--- src/rtl/hazard_id_ex_stage_if.sv ---
// ID/EX boundary bundle: decoded ID operands in, registered EX operands plus
// pipeline-control enables out.
interface hazard_id_ex_stage_if;
  logic [4:0]  id_rs;
  logic [4:0]  id_rt;
  logic [4:0]  id_rd;
  logic [31:0] id_read_data1;
  logic [31:0] id_read_data2;
  logic [31:0] id_imm;
  logic [7:0]  id_ctrl;
  logic        flush;

  logic [4:0]  ex_rs;
  logic [4:0]  ex_rt;
  logic [4:0]  ex_rd;
  logic [31:0] ex_read_data1;
  logic [31:0] ex_read_data2;
  logic [31:0] ex_imm;
  logic [7:0]  ex_ctrl;
  logic        pc_write;
  logic        if_id_write;
  logic        stall;
  logic [15:0] stall_count;

  // Master is the ID side that presents instructions; slave is the stage.
  modport master (
    output id_rs, id_rt, id_rd, id_read_data1, id_read_data2, id_imm, id_ctrl, flush,
    input  ex_rs, ex_rt, ex_rd, ex_read_data1, ex_read_data2, ex_imm, ex_ctrl,
    input  pc_write, if_id_write, stall, stall_count
  );

  modport slave (
    input  id_rs, id_rt, id_rd, id_read_data1, id_read_data2, id_imm, id_ctrl, flush,
    output ex_rs, ex_rt, ex_rd, ex_read_data1, ex_read_data2, ex_imm, ex_ctrl,
    output pc_write, if_id_write, stall, stall_count
  );
endinterface

--- src/rtl/hazard_id_ex_stage.sv ---
// ID/EX pipeline register with load-use hazard detection, one-cycle bubble
// insertion, branch-flush squash and a saturating stall-cycle counter.
module hazard_id_ex_stage (
  input logic               clk,
  input logic               reset,
  hazard_id_ex_stage_if.slave bus
);

  typedef enum logic {
    RUN    = 1'b0,
    BUBBLE = 1'b1
  } state_e;

  typedef struct packed {
    logic [4:0]  rs;
    logic [4:0]  rt;
    logic [4:0]  rd;
    logic [7:0]  ctrl;
    logic [31:0] read_data1;
    logic [31:0] read_data2;
    logic [31:0] imm;
  } stage_t;

  localparam logic [15:0] STALL_COUNT_MAX = 16'hFFFF;

  state_e      state_q, state_d;
  stage_t      ex_q, ex_d;
  stage_t      id_pkt;
  logic [15:0] stall_count_q, stall_count_d;
  logic        hazard;
  logic        stall;

  assign id_pkt = '{rs:         bus.id_rs,
                    rt:         bus.id_rt,
                    rd:         bus.id_rd,
                    ctrl:       bus.id_ctrl,
                    read_data1: bus.id_read_data1,
                    read_data2: bus.id_read_data2,
                    imm:        bus.id_imm};

  // id_rt is compared for every instruction type; occasional false stalls on
  // I-type consumers are cheaper than decoding the format here.
  assign hazard = ex_q.ctrl[6] && (ex_q.rt != 5'd0) &&
                  ((ex_q.rt == bus.id_rs) || (ex_q.rt == bus.id_rt));

  always_comb begin
    // NOTE: every always_comb output gets a default first so no path can infer a latch.
    state_d       = state_q;
    ex_d          = id_pkt;
    stall_count_d = stall_count_q;

    stall = hazard && !bus.flush && !reset;

    if (stall || bus.flush) begin
      ex_d = '0;
    end

    if (stall && (stall_count_q != STALL_COUNT_MAX)) begin
      stall_count_d = stall_count_q + 16'd1;
    end

    // Flush suppresses stall, so a squashed hazard never enters BUBBLE.
    case (state_q)
      RUN:     state_d = stall ? BUBBLE : RUN;
      BUBBLE:  state_d = RUN;
      default: state_d = RUN;
    endcase
  end

  always_ff @(posedge clk) begin
    // NOTE: sequential state uses non-blocking assignment so all flops sample pre-edge values.
    if (reset) begin
      state_q       <= RUN;
      ex_q          <= '0;
      stall_count_q <= '0;
    end else begin
      state_q       <= state_d;
      ex_q          <= ex_d;
      stall_count_q <= stall_count_d;
    end
  end

  assign bus.ex_rs         = ex_q.rs;
  assign bus.ex_rt         = ex_q.rt;
  assign bus.ex_rd         = ex_q.rd;
  assign bus.ex_ctrl       = ex_q.ctrl;
  assign bus.ex_read_data1 = ex_q.read_data1;
  assign bus.ex_read_data2 = ex_q.read_data2;
  assign bus.ex_imm        = ex_q.imm;
  assign bus.stall         = stall;
  assign bus.pc_write      = !stall && !reset;
  assign bus.if_id_write   = !stall && !reset;
  assign bus.stall_count   = stall_count_q;

endmodule

--- src/flat_wrapper.sv ---
// flat-port wrapper written by rule: the top's interface ports become plain ports
module hazard_id_ex_stage_flat 
  (clk, reset, bus_id_rs, bus_id_rt, bus_id_rd, bus_id_read_data1, bus_id_read_data2, bus_id_imm, bus_id_ctrl, bus_flush, bus_ex_rs, bus_ex_rt, bus_ex_rd, bus_ex_read_data1, bus_ex_read_data2, bus_ex_imm, bus_ex_ctrl, bus_pc_write, bus_if_id_write, bus_stall, bus_stall_count);
  hazard_id_ex_stage_if bus_i ();
  input logic clk;
  input logic reset;
  input wire logic [$bits(bus_i.id_rs)-1:0] bus_id_rs;
  input wire logic [$bits(bus_i.id_rt)-1:0] bus_id_rt;
  input wire logic [$bits(bus_i.id_rd)-1:0] bus_id_rd;
  input wire logic [$bits(bus_i.id_read_data1)-1:0] bus_id_read_data1;
  input wire logic [$bits(bus_i.id_read_data2)-1:0] bus_id_read_data2;
  input wire logic [$bits(bus_i.id_imm)-1:0] bus_id_imm;
  input wire logic [$bits(bus_i.id_ctrl)-1:0] bus_id_ctrl;
  input wire logic [$bits(bus_i.flush)-1:0] bus_flush;
  output wire logic [$bits(bus_i.ex_rs)-1:0] bus_ex_rs;
  output wire logic [$bits(bus_i.ex_rt)-1:0] bus_ex_rt;
  output wire logic [$bits(bus_i.ex_rd)-1:0] bus_ex_rd;
  output wire logic [$bits(bus_i.ex_read_data1)-1:0] bus_ex_read_data1;
  output wire logic [$bits(bus_i.ex_read_data2)-1:0] bus_ex_read_data2;
  output wire logic [$bits(bus_i.ex_imm)-1:0] bus_ex_imm;
  output wire logic [$bits(bus_i.ex_ctrl)-1:0] bus_ex_ctrl;
  output wire logic [$bits(bus_i.pc_write)-1:0] bus_pc_write;
  output wire logic [$bits(bus_i.if_id_write)-1:0] bus_if_id_write;
  output wire logic [$bits(bus_i.stall)-1:0] bus_stall;
  output wire logic [$bits(bus_i.stall_count)-1:0] bus_stall_count;
  assign bus_i.id_rs = bus_id_rs;
  assign bus_i.id_rt = bus_id_rt;
  assign bus_i.id_rd = bus_id_rd;
  assign bus_i.id_read_data1 = bus_id_read_data1;
  assign bus_i.id_read_data2 = bus_id_read_data2;
  assign bus_i.id_imm = bus_id_imm;
  assign bus_i.id_ctrl = bus_id_ctrl;
  assign bus_i.flush = bus_flush;
  assign bus_ex_rs = bus_i.ex_rs;
  assign bus_ex_rt = bus_i.ex_rt;
  assign bus_ex_rd = bus_i.ex_rd;
  assign bus_ex_read_data1 = bus_i.ex_read_data1;
  assign bus_ex_read_data2 = bus_i.ex_read_data2;
  assign bus_ex_imm = bus_i.ex_imm;
  assign bus_ex_ctrl = bus_i.ex_ctrl;
  assign bus_pc_write = bus_i.pc_write;
  assign bus_if_id_write = bus_i.if_id_write;
  assign bus_stall = bus_i.stall;
  assign bus_stall_count = bus_i.stall_count;
  hazard_id_ex_stage u_core (.clk(clk), .reset(reset), .bus(bus_i));
endmodule
--- config.mk ---
export PLATFORM = sky130hd
export DESIGN_NAME = hazard_id_ex_stage_flat
export DESIGN_NICKNAME = d
export VERILOG_FILES = /design/src/rtl/hazard_id_ex_stage_if.sv /design/src/rtl/hazard_id_ex_stage.sv /design/src/flat_wrapper.sv
export SDC_FILE = /design/constraint.sdc
export NUM_CORES = 1
export LEC_CHECK = 0
export BUFFER_PORTS_ARGS = -buffer_cell sky130_fd_sc_hd__buf_2
export CAP_MARGIN = 20
export CORE_MARGIN = 1.5
export CORE_UTILIZATION = 30
export CTS_CLUSTER_SIZE = 16
export DETAILED_ROUTE_END_ITERATION = 16
export PLACE_DENSITY_LB_ADDON = 0.3
export SLEW_MARGIN = 15
export SYNTH_ARGS = -nofsm -noshare
export SYNTH_HDL_FRONTEND = slang
export SYNTH_SLANG_ARGS = --single-unit
export TNS_END_PERCENT = 100
--- constraint.sdc ---
create_clock -name clk -period 3 [get_ports clk]
set_clock_uncertainty 0.2 [all_clocks]
set_input_delay 0.45 -clock clk [delete_from_list [all_inputs] [get_ports clk]]
set_output_delay 0.45 -clock clk [all_outputs]
set_load 0.01 [all_outputs]
; Word-level counts from Yosys, hierarchy flattened
; Index checks and enable logic that the tools add are counted.
[op_classes]
n_addsub = 1
n_mul = 0
div = 0
magnitude_cmp = 0
n_eq_ne = 3
shift = 0
muxes = 0
bitwise = 0
reduce_logical = 13
[ops]
columns = cell, n
row1 = $add 16x1->16 const B, 1
row2 = $ne 16x16->1 const B, 1
row3 = $eq 5x5->1, 2
row4 = $logic_and 1x1->1, 6
row5 = $reduce_bool 5->1, 1
row6 = $logic_not 1->1, 3
row7 = $logic_or 1x1->1, 2
row8 = $reduce_or 2->1, 1
[totals]
ff_bits = 135
latchBits = 0
ramBits = 0
mem_bits_ro = 0
in_bits = 122
out_inout_bits = 138
word_cells = 25
memories = 0

; Longest topological paths before layout
[logic_depth]
ltp_word = 7
mapped_depth = 8
mapped_depth_nobuf = 6

; Worst setup path before layout
; OpenSTA, ideal clock, no wires.
[synth_timing]
kind = register to output
start = register u_core.ex_q (netlist bit u_core.bus.ex_rt[1])
end = output port bus_pc_write
arrival_ns = 1.759
required_ns = 2.350
slack_ns = 0.591
stages_incl_launch_ff = 9
n_path_buf = 3
cell_sequence = dfxtp_1 -> xor2_1 -> nor2_1 -> a22oi_2 -> buf_2 -> buf_4 -> nor3_1 -> nor2_1 -> buf_4
[synth_via]
elab_chain_len = 7
word_cells_on_any_way = 10
classes_between = eq/ne (2) / reduce/logical (8)
[synth_lines]
columns = element, line
row1 = start: declaration, hazard_id_ex_stage.sv:27  ; stage_t ex_q, ex_d;
row2 = start signal: assignment, hazard_id_ex_stage.sv:74  ; ex_q <= '0;
row3 = start signal: assignment, hazard_id_ex_stage.sv:78  ; ex_q <= ex_d;
row4 = $eq 5x5->1 or $reduce_bool 5->1 (tied branches), "hazard_id_ex_stage.sv:44, hazard_id_ex_stage.sv:43"
row5 = $logic_or 1x1->1 or $logic_and 1x1->1 (tied branches), "hazard_id_ex_stage.sv:44, hazard_id_ex_stage.sv:43"
row6 = $logic_and 1x1->1 *, hazard_id_ex_stage.sv:43  ; assign hazard = ex_q.ctrl[6] && (ex_q.rt != 5'd0) &&
row7 = $logic_and 1x1->1 * (2 in series), hazard_id_ex_stage.sv:52  ; stall = hazard && !bus.flush && !reset;
row8 = $logic_not 1->1 *, n/a
row9 = $logic_and 1x1->1 *, n/a
row10 = end: declaration, flat_wrapper.sv:22  ; output wire logic [$bits(bus_i.pc_write)-1:0] bus_pc_write;
; Every way passes the cells marked *; elsewhere a longest branch is shown, timed or not.

; Worst setup path in the final report
[layout_timing]
start = register u_core.ex_q (netlist bit u_core.bus.ex_rt[2])
end = output port bus_stall
[layout_via]
elab_chain_len = 5
word_cells_on_any_way = 8
classes_between = eq/ne (2) / reduce/logical (6)
[layout_lines]
columns = element, line
row1 = $eq 5x5->1 or $reduce_bool 5->1 (tied branches), "hazard_id_ex_stage.sv:44, hazard_id_ex_stage.sv:43"
row2 = $logic_or 1x1->1 or $logic_and 1x1->1 (tied branches), "hazard_id_ex_stage.sv:44, hazard_id_ex_stage.sv:43"
row3 = $logic_and 1x1->1 *, hazard_id_ex_stage.sv:43
row4 = $logic_and 1x1->1 * (2 in series), hazard_id_ex_stage.sv:52
row5 = end: declaration, flat_wrapper.sv:24  ; output wire logic [$bits(bus_i.stall)-1:0] bus_stall;
; Marks and branches as above.

==> impl_metrics.py <==
metrics = {
    "clocking": {
        "cts_setup_buffers": 0,
        "cts_htree_levels": 4,
        "path_clk_slew_ns": 0.06,
        "cts.sinks": 135,
        "cts_tree": "built",
        "cts.path.max_buffers": 2,
        "cts_resized": 0,
        "cts_hold_buffers": 0,
        "worstSkewPairLatency_ns": 0.41,
        "root_buffer": "clkbuf_16",
        "cts_buffers": 17,
    },
    "power": {
        "vdd_drop_max_v": 0.000513,
        "p_per_area_nw_per_um2": 666,
        "leakage_nw": 3.14,
        "finalPower_mw": 4.17,
    },
    "drt": {
        "drt_first_pass_iters": 4,
        "drc": 0,
        "drt_iter0_markers": 100,
        "wl_per_cell_um": 12.9,
        "vias": 3522,
        "drtAntennaViolNets": 0,
        "via_per_inst": 4.23,
        "drt_wl_total_um": 10800,
    },
    "layout": {
        "utilization_pct": 44.9,
        "area_delta_synth_final_pct": 45.8,
        "final_cells": 833,
        "fin_nets": 763,
        "multi_input_area_um2": 1420,
        "design_area_um2": 6260,
        "regArea_um2": 2700,
        "diodes": 0,
        "drive_gt1_share_pct": 46.1,
        "fill_cells": 1332,
    },
    "floorplan": {
        "core-area_um2": 13900,
        "die_h_um": 123,
        "num_rows": 43,
        "initial_core_util_pct": 30.8,
        "dieArea_um2": 15000,
        "die_w_um": 123,
        "num_io_pins": 260,
    },
    "sta": {
        "worstMarginPinSlew_ns": 0.582,
        "tns_ns": 0,
        "hold_slack_ns": 0.0328,
        "setup_ws_ns": 0.344,
        "slew_viol_final": 0,
        "setup_viol": 0,
        "fin_crit_ns": 2.66,
        "rsz0062_at_grt": "no",
        "period_share_pct": 88.5,
        "fmax_ghz": 0.377,
        "slew_headroom_pct": 61.2,
        "hold_viol": 0,
    },
    "critical_path": {
        "end_kind": "primary output",
        "path_class": "register to primary output",
        "critPathLaunchType": "register",
        "arrival_ns": 2.01,
        "critPathRequiredTime_ns": 2.35,
        "crit_fanout": 4,
    },
    "global_routing": {
        "grt_pass1_wl_um": 15900,
        "grt_max_degree": 81,
        "grt_overflow": 0,
        "grt_usage_pct": 13.9,
        "grt_pass1_vias": 3354,
        "antenna_found_initial": 0,
    },
    "run": {
        "cap_violations": 0,
    },
    "synth": {
        "ys_warn_count": 0,
        "syn_nets": 501,
        "synth_commonest_cells": "dfxtp_1, and2_1, nor2_1",
        "synth_seq_cells": 135,
        "synth_area_leaders": "dfxtp_1, and2_1, buf_6, xor2_1, nor2_1",
        "syn_inst": 378,
        "synth_area_um2": 4290,
        "avgSynthCellArea_um2": 11.4,
        "yosysTopAreaCell": "dfxtp_1",
        "synth_edf_count": 0,
        "synth_top_area_share_pct": 63.0,
        "synth_seq_area_share_pct": 63.0,
        "synth-async-reset-ratio_pct": 0,
        "synth_top_flop_cell": "dfxtp_1",
        "ys_types": 32,
        "yosysMostFrequentCell": "dfxtp_1",
    },
    "placement": {
        "preCtsSetupSlack_ns": 0.517,
        "place_area_um2": 5670,
        "gp_congestion": 0.836,
        "hpwl_um": 8270,
        "dp.cells": 801,
        "numPortBuffers": 259,
    },
    "worst_hold_path": {
        "min_path_type": "input port to register",
    },
    "status": {
        "status": "finished, final reports clean",
    },
}
==> state kept, by name (all words and copies together) (netlist names) <==
| signal | cells |
|---|---|
| u_core.bus.ex_imm | 32 |
| u_core.bus.ex_read_data1 | 32 |
| u_core.bus.ex_read_data2 | 32 |
| u_core.bus.stall_count | 16 |
| u_core.bus.ex_ctrl | 8 |
| u_core.bus.ex_rd | 5 |
| u_core.bus.ex_rs | 5 |
| u_core.bus.ex_rt | 5 |
==> path summary, 6_finish.rpt <==
| kind | slack, ns | to | cells past startpoint | from |
|---|---|---|---|---|
| max | 0.34 | bus_stall | 5 | u_core.bus.ex_rt[2] |
| min | 0.03 | u_core.bus.ex_read_data1[0] | 2 | bus_id_read_data1[0] |
| max reg2reg | 0.70 | u_core.bus.ex_ctrl[7] | 5 | u_core.bus.ex_rt[0] |
| min reg2reg | 0.32 | u_core.bus.stall_count[10] | 2 | u_core.bus.stall_count[10] |
==> layout by cell type (no fill, tap or decap), drive strengths merged, types with 5 or more instances in the layout <==
master,Yosys,routed
nor2,14,14
clkbuf,2,22
and2,119,119
nand2,6,6
nor2b,5,5
xor2,10,10
or3,5,5
or4,7,7
mux2,5,5
nand4,8,8
nand3,5,5
a21oi,10,10
buf,17,262
dfxtp,135,135
o31ai,5,5
==> layout make-up <==
type	count	area share, %
multi-input cells	222	22.7
clock buffers	22	7.42
flip-flops and latches	135	43.2
clock inverters	10	1.92
repair buffers	262	21.1
inverters	2	0.120
well taps	180	3.60
==> where the power goes <==
part	internal [mW]	switching, mW
logic	0.139	0.130
registers	1.86	0.0185
clock network	1.27	0.751
==> worst max-delay path, cell delays in order (launching register included) <==
cell and delay (ns):
dfxtp_1 0.35, xor2_1 0.17, nor3_1 0.29, a22oi_2 0.18, nor4_1 0.41, buf_2 0.21
==> per-layer routing <==
| layer | up-vias | share of wire, % | wire, um | track usage (%) |
|---|---|---|---|---|
| met5 | - | 0 | 0 | 0 |
| met4 | 0 | 2.2 | 236 | 7.05 |
| met3 | 17 | 8.0 | 866 | 5.07 |
| met2 | 163 | 49 | 5290 | 22.7 |
| met1 | 1591 | 41 | 4370 | 16.0 |
| li1 | 1751 | - | - | - |
==> kinds of logic after synthesis <==
family                   count (synthesis)  synth area share, %
adder cells (fa/ha/maj)                  1                0.291
flip-flops                             135                 63.0
AND/OR/NAND/NOR                        182                 25.6
AO/OA/AOI/OAI                           23                 3.44
buffers and inverters                   21                 4.02
multiplexers                             6                 1.63
XOR/XNOR                                10                 2.04
(Power assumes the default switching activity.)
